**src/rtl/msx_reload_pkg.sv**
```systemverilog
// rtl/msx_reload_pkg.sv - shared states, limits and size helper for the MSX reload sequencer
package msx_reload_pkg;

    typedef enum logic [2:0] {
        IDLE,
        SETTLE,
        REQ_A,
        REQ_B,
        CLEAR,
        HOLD
    } reload_state_t;

    localparam int SRAM_MAX_KB = 32;

    // Slot A backup SRAM is never larger than 32 kB, so bigger settings are clamped
    function automatic logic [5:0] clamp_kb(input logic [7:0] kb);
        return (kb > 8'(SRAM_MAX_KB)) ? 6'(SRAM_MAX_KB) : kb[5:0];
    endfunction

endpackage

```
**src/rtl/msx_reload_timer.sv**
```systemverilog
// rtl/msx_reload_timer.sv - loadable down-counter, done when CYCLES cycles have elapsed since load
module msx_reload_timer #(
    parameter int CYCLES = 16
) (
    input  logic clk,
    input  logic reset,
    input  logic i_clr,
    input  logic i_en,
    output logic o_done
);

    localparam int W = (CYCLES > 1) ? $clog2(CYCLES) : 1;
    localparam logic [W-1:0] LOAD = W'(CYCLES - 1);

    // Holds the remaining cycles; reaching zero marks the last cycle of the interval
    logic [W-1:0] r_cnt;

    always_ff @(posedge clk) begin
        if (reset || i_clr) begin
            r_cnt <= LOAD;
        end else if (i_en && (r_cnt != '0)) begin
            r_cnt <= r_cnt - W'(1);
        end
    end

    assign o_done = (r_cnt == '0);

endmodule

```
**src/rtl/msx_reload_sequencer.sv**
```systemverilog
// rtl/msx_reload_sequencer.sv - holds the MSX core in reset while cartridge ROMs reload and slot A SRAM is zeroed
module msx_reload_sequencer
    import msx_reload_pkg::*;
#(
    parameter int SETTLE_CYCLES  = 21477,
    parameter int TIMEOUT_CYCLES = 16777216,
    parameter int RESET_HOLD     = 16
) (
    input  logic        clk,
    input  logic        reset,
    input  logic        reload,
    input  logic        rom_A_needed,
    input  logic        rom_B_needed,
    input  logic [7:0]  sram_A_size,
    output logic        load_req,
    output logic        load_slot,
    input  logic        load_ack,
    input  logic        load_err,
    output logic        sram_clr_we,
    output logic [14:0] sram_clr_addr,
    input  logic        sram_clr_wait,
    output logic        core_reset,
    output logic        busy,
    output logic        err_A,
    output logic        err_B
);

    reload_state_t r_state;
    logic          r_pending, r_rom_b;
    logic [5:0]    r_size;
    logic [15:0]   r_addr;
    logic          r_load_req, r_load_slot, r_clr_we;
    logic          r_core_reset, r_busy, r_err_a, r_err_b;

    logic          w_settle_done, w_timeout_done, w_hold_done;
    logic          w_in_seq;
    logic [5:0]    w_in_size;
    logic [15:0]   w_last_addr;

    assign w_in_size   = clamp_kb(sram_A_size);
    assign w_last_addr = {r_size, 10'd0} - 16'd1;
    assign w_in_seq    = (r_state == REQ_A) || (r_state == REQ_B) ||
                         (r_state == CLEAR) || (r_state == HOLD);

    // Settle restarts on every reload; timeout runs only while a request is outstanding
    msx_reload_timer #(.CYCLES(SETTLE_CYCLES)) u_settle (
        .clk(clk), .reset(reset),
        .i_clr(reload || (r_state != SETTLE)), .i_en(r_state == SETTLE),
        .o_done(w_settle_done)
    );

    msx_reload_timer #(.CYCLES(TIMEOUT_CYCLES)) u_timeout (
        .clk(clk), .reset(reset),
        .i_clr(!r_load_req), .i_en(r_load_req),
        .o_done(w_timeout_done)
    );

    msx_reload_timer #(.CYCLES(RESET_HOLD)) u_hold (
        .clk(clk), .reset(reset),
        .i_clr(r_state != HOLD), .i_en(r_state == HOLD),
        .o_done(w_hold_done)
    );

    always_ff @(posedge clk) begin
        if (reset) begin
            r_state      <= SETTLE;
            r_pending    <= 1'b0;
            r_rom_b      <= 1'b0;
            r_size       <= '0;
            r_addr       <= '0;
            r_load_req   <= 1'b0;
            r_load_slot  <= 1'b0;
            r_clr_we     <= 1'b0;
            r_core_reset <= 1'b1;
            r_busy       <= 1'b1;
            r_err_a      <= 1'b0;
            r_err_b      <= 1'b0;
        end else begin
            if (reload && w_in_seq) r_pending <= 1'b1;
            case (r_state)
                IDLE: if (reload) begin
                    r_state      <= SETTLE;
                    r_core_reset <= 1'b1;
                    r_busy       <= 1'b1;
                    r_err_a      <= 1'b0;
                    r_err_b      <= 1'b0;
                end
                SETTLE: if (w_settle_done && !reload) begin
                    r_rom_b <= rom_B_needed;
                    r_size  <= w_in_size;
                    if (rom_A_needed) begin
                        r_state     <= REQ_A;
                        r_load_req  <= 1'b1;
                        r_load_slot <= 1'b0;
                    end else if (rom_B_needed) begin
                        r_state     <= REQ_B;
                        r_load_req  <= 1'b1;
                        r_load_slot <= 1'b1;
                    end else begin
                        r_state  <= (w_in_size == '0) ? HOLD : CLEAR;
                        r_clr_we <= (w_in_size != '0);
                        r_addr   <= '0;
                    end
                end
                REQ_A: if (r_load_req && (load_ack || w_timeout_done)) begin
                    r_load_req <= 1'b0;
                    r_err_a    <= r_err_a | (load_ack ? load_err : 1'b1);
                    if (r_rom_b) begin
                        r_state     <= REQ_B;
                        r_load_slot <= 1'b1;
                    end else begin
                        r_state  <= (r_size == '0) ? HOLD : CLEAR;
                        r_clr_we <= (r_size != '0);
                        r_addr   <= '0;
                    end
                end
                // Entered from REQ_A with the request low so the loader sees a fresh rising edge
                REQ_B: if (!r_load_req) begin
                    r_load_req <= 1'b1;
                end else if (load_ack || w_timeout_done) begin
                    r_load_req <= 1'b0;
                    r_err_b    <= r_err_b | (load_ack ? load_err : 1'b1);
                    r_state    <= (r_size == '0) ? HOLD : CLEAR;
                    r_clr_we   <= (r_size != '0);
                    r_addr     <= '0;
                end
                CLEAR: if (!sram_clr_wait) begin
                    if (r_addr == w_last_addr) begin
                        r_clr_we <= 1'b0;
                        r_state  <= HOLD;
                    end else begin
                        r_addr <= r_addr + 16'd1;
                    end
                end
                HOLD: if (w_hold_done) begin
                    if (r_pending || reload) begin
                        r_state   <= SETTLE;
                        r_pending <= 1'b0;
                    end else begin
                        r_state      <= IDLE;
                        r_core_reset <= 1'b0;
                        r_busy       <= 1'b0;
                    end
                end
                default: r_state <= SETTLE;
            endcase
        end
    end

    assign load_req      = r_load_req;
    assign load_slot     = r_load_slot;
    assign sram_clr_we   = r_clr_we;
    assign sram_clr_addr = r_addr[14:0];
    assign core_reset    = r_core_reset;
    assign busy          = r_busy;
    assign err_A         = r_err_a;
    assign err_B         = r_err_b;

endmodule

```
**config.mk**
```make
export PLATFORM = sky130hd
export DESIGN_NAME = msx_reload_sequencer
export DESIGN_NICKNAME = d
export VERILOG_FILES = /design/src/rtl/msx_reload_pkg.sv /design/src/rtl/msx_reload_timer.sv /design/src/rtl/msx_reload_sequencer.sv
export SDC_FILE = /design/constraint.sdc
export NUM_CORES = 1
export LEC_CHECK = 0
export BUFFER_PORTS_ARGS = -buffer_cell sky130_fd_sc_hd__buf_2
export CORE_MARGIN = 3
export CORE_UTILIZATION = 45
export DETAILED_ROUTE_END_ITERATION = 6
export GPL_ROUTABILITY_DRIVEN = 0
export SLEW_MARGIN = 5
export SYNTH_ARGS = -nofsm -noshare
export SYNTH_HDL_FRONTEND = slang
export SYNTH_SLANG_ARGS = --single-unit
export TNS_END_PERCENT = 30
```
**constraint.sdc**
```tcl
create_clock -name clk -period 3.55 [get_ports clk]
set_input_delay 0.71 -clock clk [delete_from_list [all_inputs] [get_ports clk]]
set_output_delay 0.71 -clock clk [all_outputs]
set_load 0.02 [all_outputs]
```
==> metrics <==
Worst slew margin 43.41%; Ys Warns 0; DR iter-0 viols 88; post-synth top area share 37.81%; Clk Latency, worst-skew pair 0.35 ns; FFs w/ async S/R, synth 0%; Hold/Removal Path Class reg2reg; final period utilization 88.62%; CTS tree built; largest net degree at the start of global routing 29; clk root buf clkbuf_8; unrepaired setup endpoints after global routing no; Sw Pwr 829.1 uW; post-route ant nets 0; Non-Filler Instances 615; Clock Tree Buf Depth 2; via count 3,445; Die H 100.6 um; status finished clean; diode count 0; die width 100.6 um; switching share of power 35.79%; Std-Cell Rows 33; Ports 38; post_cts resized 0; fillers 821; max-slew violations 0; first-pass GRT wire length 15,500 um; Final TNS setup 0 ns; Setup Viol. Count Final 0; power share of the combinational group 28.7%; sequential fraction of the synthesis area 37.81%; Post-Route WL 8904 um; Netlist cell types 54; final worst path period need 3.146 ns; Int Power 1488 uW; Peak supply drop 0.2088 mV; Layout area overhead 9.297%; cell taking the most area after synthesis dfxtp_1; Initial Util 47.54%; Final Hold Vio Count 0; DIE AREA 0.01011 mm^2; pre-CTS WS 0.4366 ns; reg2reg setup slack 0.40 ns; CP endpoint kind flop; HPWL Detailed 6334 um; crit path kind reg2reg; slew of the pin with the lowest slew margin 0.8423 ns; clock network power share 28.6%; Largest delay share family, worst path simple AND/OR/NAND/NOR gates; share of layout cells above drive strength 1 13.73%; slowest CP cell or4_1; DR DRC count 0; drt first pass iters 5; antenna violations before repair 1; detail-routed via count per cell 5.602; Worst Setup EP r_addr[4]$_SDFFE_PP0P_; critical-path cell list or4_4 -> or4_1 -> o21ai_4 -> nand4_1 -> buf_4 -> or4_1 -> a21oi_1; ys flop type dfxtp_1; GRT Resource Usage Total 18.72%; part of the power in registers 42.8%; worst r2r src u_settle.r_cnt[6]$_SDFFE_PP1P_; routed length per placed instance 14.48 um; Startpoint Class flop; mean post-synth cell area 8.280 um^2; GR Overflow Total 0; post-synthesis register bit count 76; PD cells 526.8 mW/mm^2; total chip power 2317 uW; clock-pin transition on the worst setup and hold timing paths 0.08 ns; crit-path max cell delay 0.62 ns; Worst EP required 3.83 ns; EDFF count, synth 0; Worst Setup SP u_settle.r_cnt[6]$_SDFFE_PP1P_; I/O Buffers 37; vias in the first global route 3,299; worst reg-to-reg path cell count 7; Num CTS Buffers 9; Fmax 317.9 MHz; Max-Cap Viols 0; cts-stage hold buffer count 0; Post CTS Setup Buffer Count 0; Synth Instances 486; P_leak 0.001568 uW; fin worst setup slack 0.4041 ns; syn nets 508; top area cells in the synthesized netlist dfxtp_1 38%, xnor2_1 5.7%, nand2_1 5.0%; hold depth 2; Post-Synthesis Cell Area 0.004024 mm^2; Worst path most repeated cell or4_1; final net count 527; Critical Path AT 3.43 ns; RR Endpoint r_addr[4]$_SDFFE_PP0P_; Buf/Inv on CP 1; clk_skew 0.01515 ns; Worst path depth 7; CP Max Fanout 12; Clock Sinks 76; Cells after DPL 599; H-tree levels 3; area of the core 0.008464 mm^2
-- power by group through the flow --
stage | registers [uW] | logic (uW) | clock network, uW
CTS | 990 | 666 | 677
finish | 991 | 664 | 662
floorplan | 980 | 526 | 0
global route | 1000 | 743 | 720
global placement | 1010 | 652 | 0
detailed placement | 1010 | 661 | 0
-- metal layers --
layer / track usage (%) / wire length (um)
met1: 24.56 / 4314
met2: 30.07 / 4093
met3: 4.152 / 367
met4: 7.047 / 110
met5: 0 / 18
-- worst min-delay path by stage --
stage | from | end | slack [ns]
6_report | u_settle.r_cnt[14]$_SDFFE_PP1P_ | u_settle.r_cnt[14]$_SDFFE_PP1P_ | 0.46
5_1_grt | u_settle.r_cnt[14]$_SDFFE_PP1P_ | u_settle.r_cnt[14]$_SDFFE_PP1P_ | 0.48
4_1_cts | u_settle.r_cnt[14]$_SDFFE_PP1P_ | u_settle.r_cnt[14]$_SDFFE_PP1P_ | 0.46
3_5_place_dp | u_settle.r_cnt[14]$_SDFFE_PP1P_ | u_settle.r_cnt[14]$_SDFFE_PP1P_ | 0.45
3_3_place_gp | u_settle.r_cnt[14]$_SDFFE_PP1P_ | u_settle.r_cnt[14]$_SDFFE_PP1P_ | 0.45
2_1_floorplan | u_settle.r_cnt[14]$_SDFFE_PP1P_ | u_settle.r_cnt[14]$_SDFFE_PP1P_ | 0.43
-- cells in the mapped netlist, drive strengths merged (2+ instances only) --
cell type	n
o31ai	10
nand4	7
nand2b	7
o2111ai	2
mux2i	8
o21bai	3
o21ai	15
xor2	12
xnor2	26
or3	17
o211ai	3
nand3	17
and2	2
a211oi	3
o311ai	3
o22ai	2
and3	3
o21a	2
nor2b	5
or4	17
clkbuf	17
inv	11
o31a	3
a22oi	5
nand2	54
ha	6
a21oi	23
nor4b	5
dfxtp	76
a21o	2
nor2	38
nor4	14
nor3b	5
a31oi	4
nor3	25
or2	3
buf	20
-- cells in the final DEF, fill, tap and decap left out, types with 5 or more instances in the layout --
master    instances
nand2_1          54
nor3_1           25
buf_2            37
a22oi_1           5
o21ai_0          14
or4_1            16
inv_1            11
clkbuf_8          9
nand4_1           7
nor2b_1           5
dfxtp_1          76
a21oi_1          23
nand3_1          17
nand2b_1          7
ha_1              6
nor2_1           38
mux2i_1           8
nor3b_1           5
o31ai_1          10
nor4_1           12
xnor2_1          26
xor2_1           12
buf_4             8
or3_1            17
-- sequential cells by signal, summed over array words and instances (netlist names) --
register / flops
u_timeout.r_cnt: 24
u_hold.r_cnt: 4
r_addr: 16
r_state: 3
u_settle.r_cnt: 15
load_req: 1
err_A: 1
r_rom_b: 1
r_pending: 1
busy: 1
sram_clr_we: 1
err_B: 1
r_size: 6
load_slot: 1
-- kinds of logic (layout without fill, tap and decap cells) --
logic type	count (synthesis)	in the layout	synth area share, %
xor+xnor	38	38	8.271
simple gates	224	224	29.73
flops	76	76	37.81
compound gates	86	86	14.27
mux	8	8	1.990
fa+ha+maj	6	6	1.866
buf+inv	48	72	6.063
-- layout make-up --
type | count | area, um^2 | area share [%]
multi-input cells | 362 | 2265 | 51.49
flip-flops and latches | 76 | 1521 | 34.59
repair buffers | 45 | 245.2 | 5.576
clock buffers | 11 | 131.4 | 2.987
well taps | 105 | 131.4 | 2.987
clock inverters | 5 | 62.56 | 1.422
inverters | 11 | 41.29 | 0.9388
-- stage by stage --
stage / hold slack [ns] / utilization, % / cell area, um^2
after floorplan: 0.4293 / - / 4024
after global placement: 0.4451 / 49.67 / 4204
after detailed placement: 0.4487 / 49.67 / 4204
after CTS: 0.4613 / 51.96 / 4398
after global routing: 0.4798 / 51.96 / 4398
final: 0.4621 / 51.96 / 4398
-- worst reg2reg max path, cell delays in order, from the launching register on --
cell and delay, ns:
dfxtp_1 0.36, or4_4 0.58, or4_1 0.62, o21ai_4 0.30
nand4_1 0.36, buf_4 0.32, or4_1 0.41, a21oi_1 0.14
No activity file was read; power rests on OpenSTA's default activity.
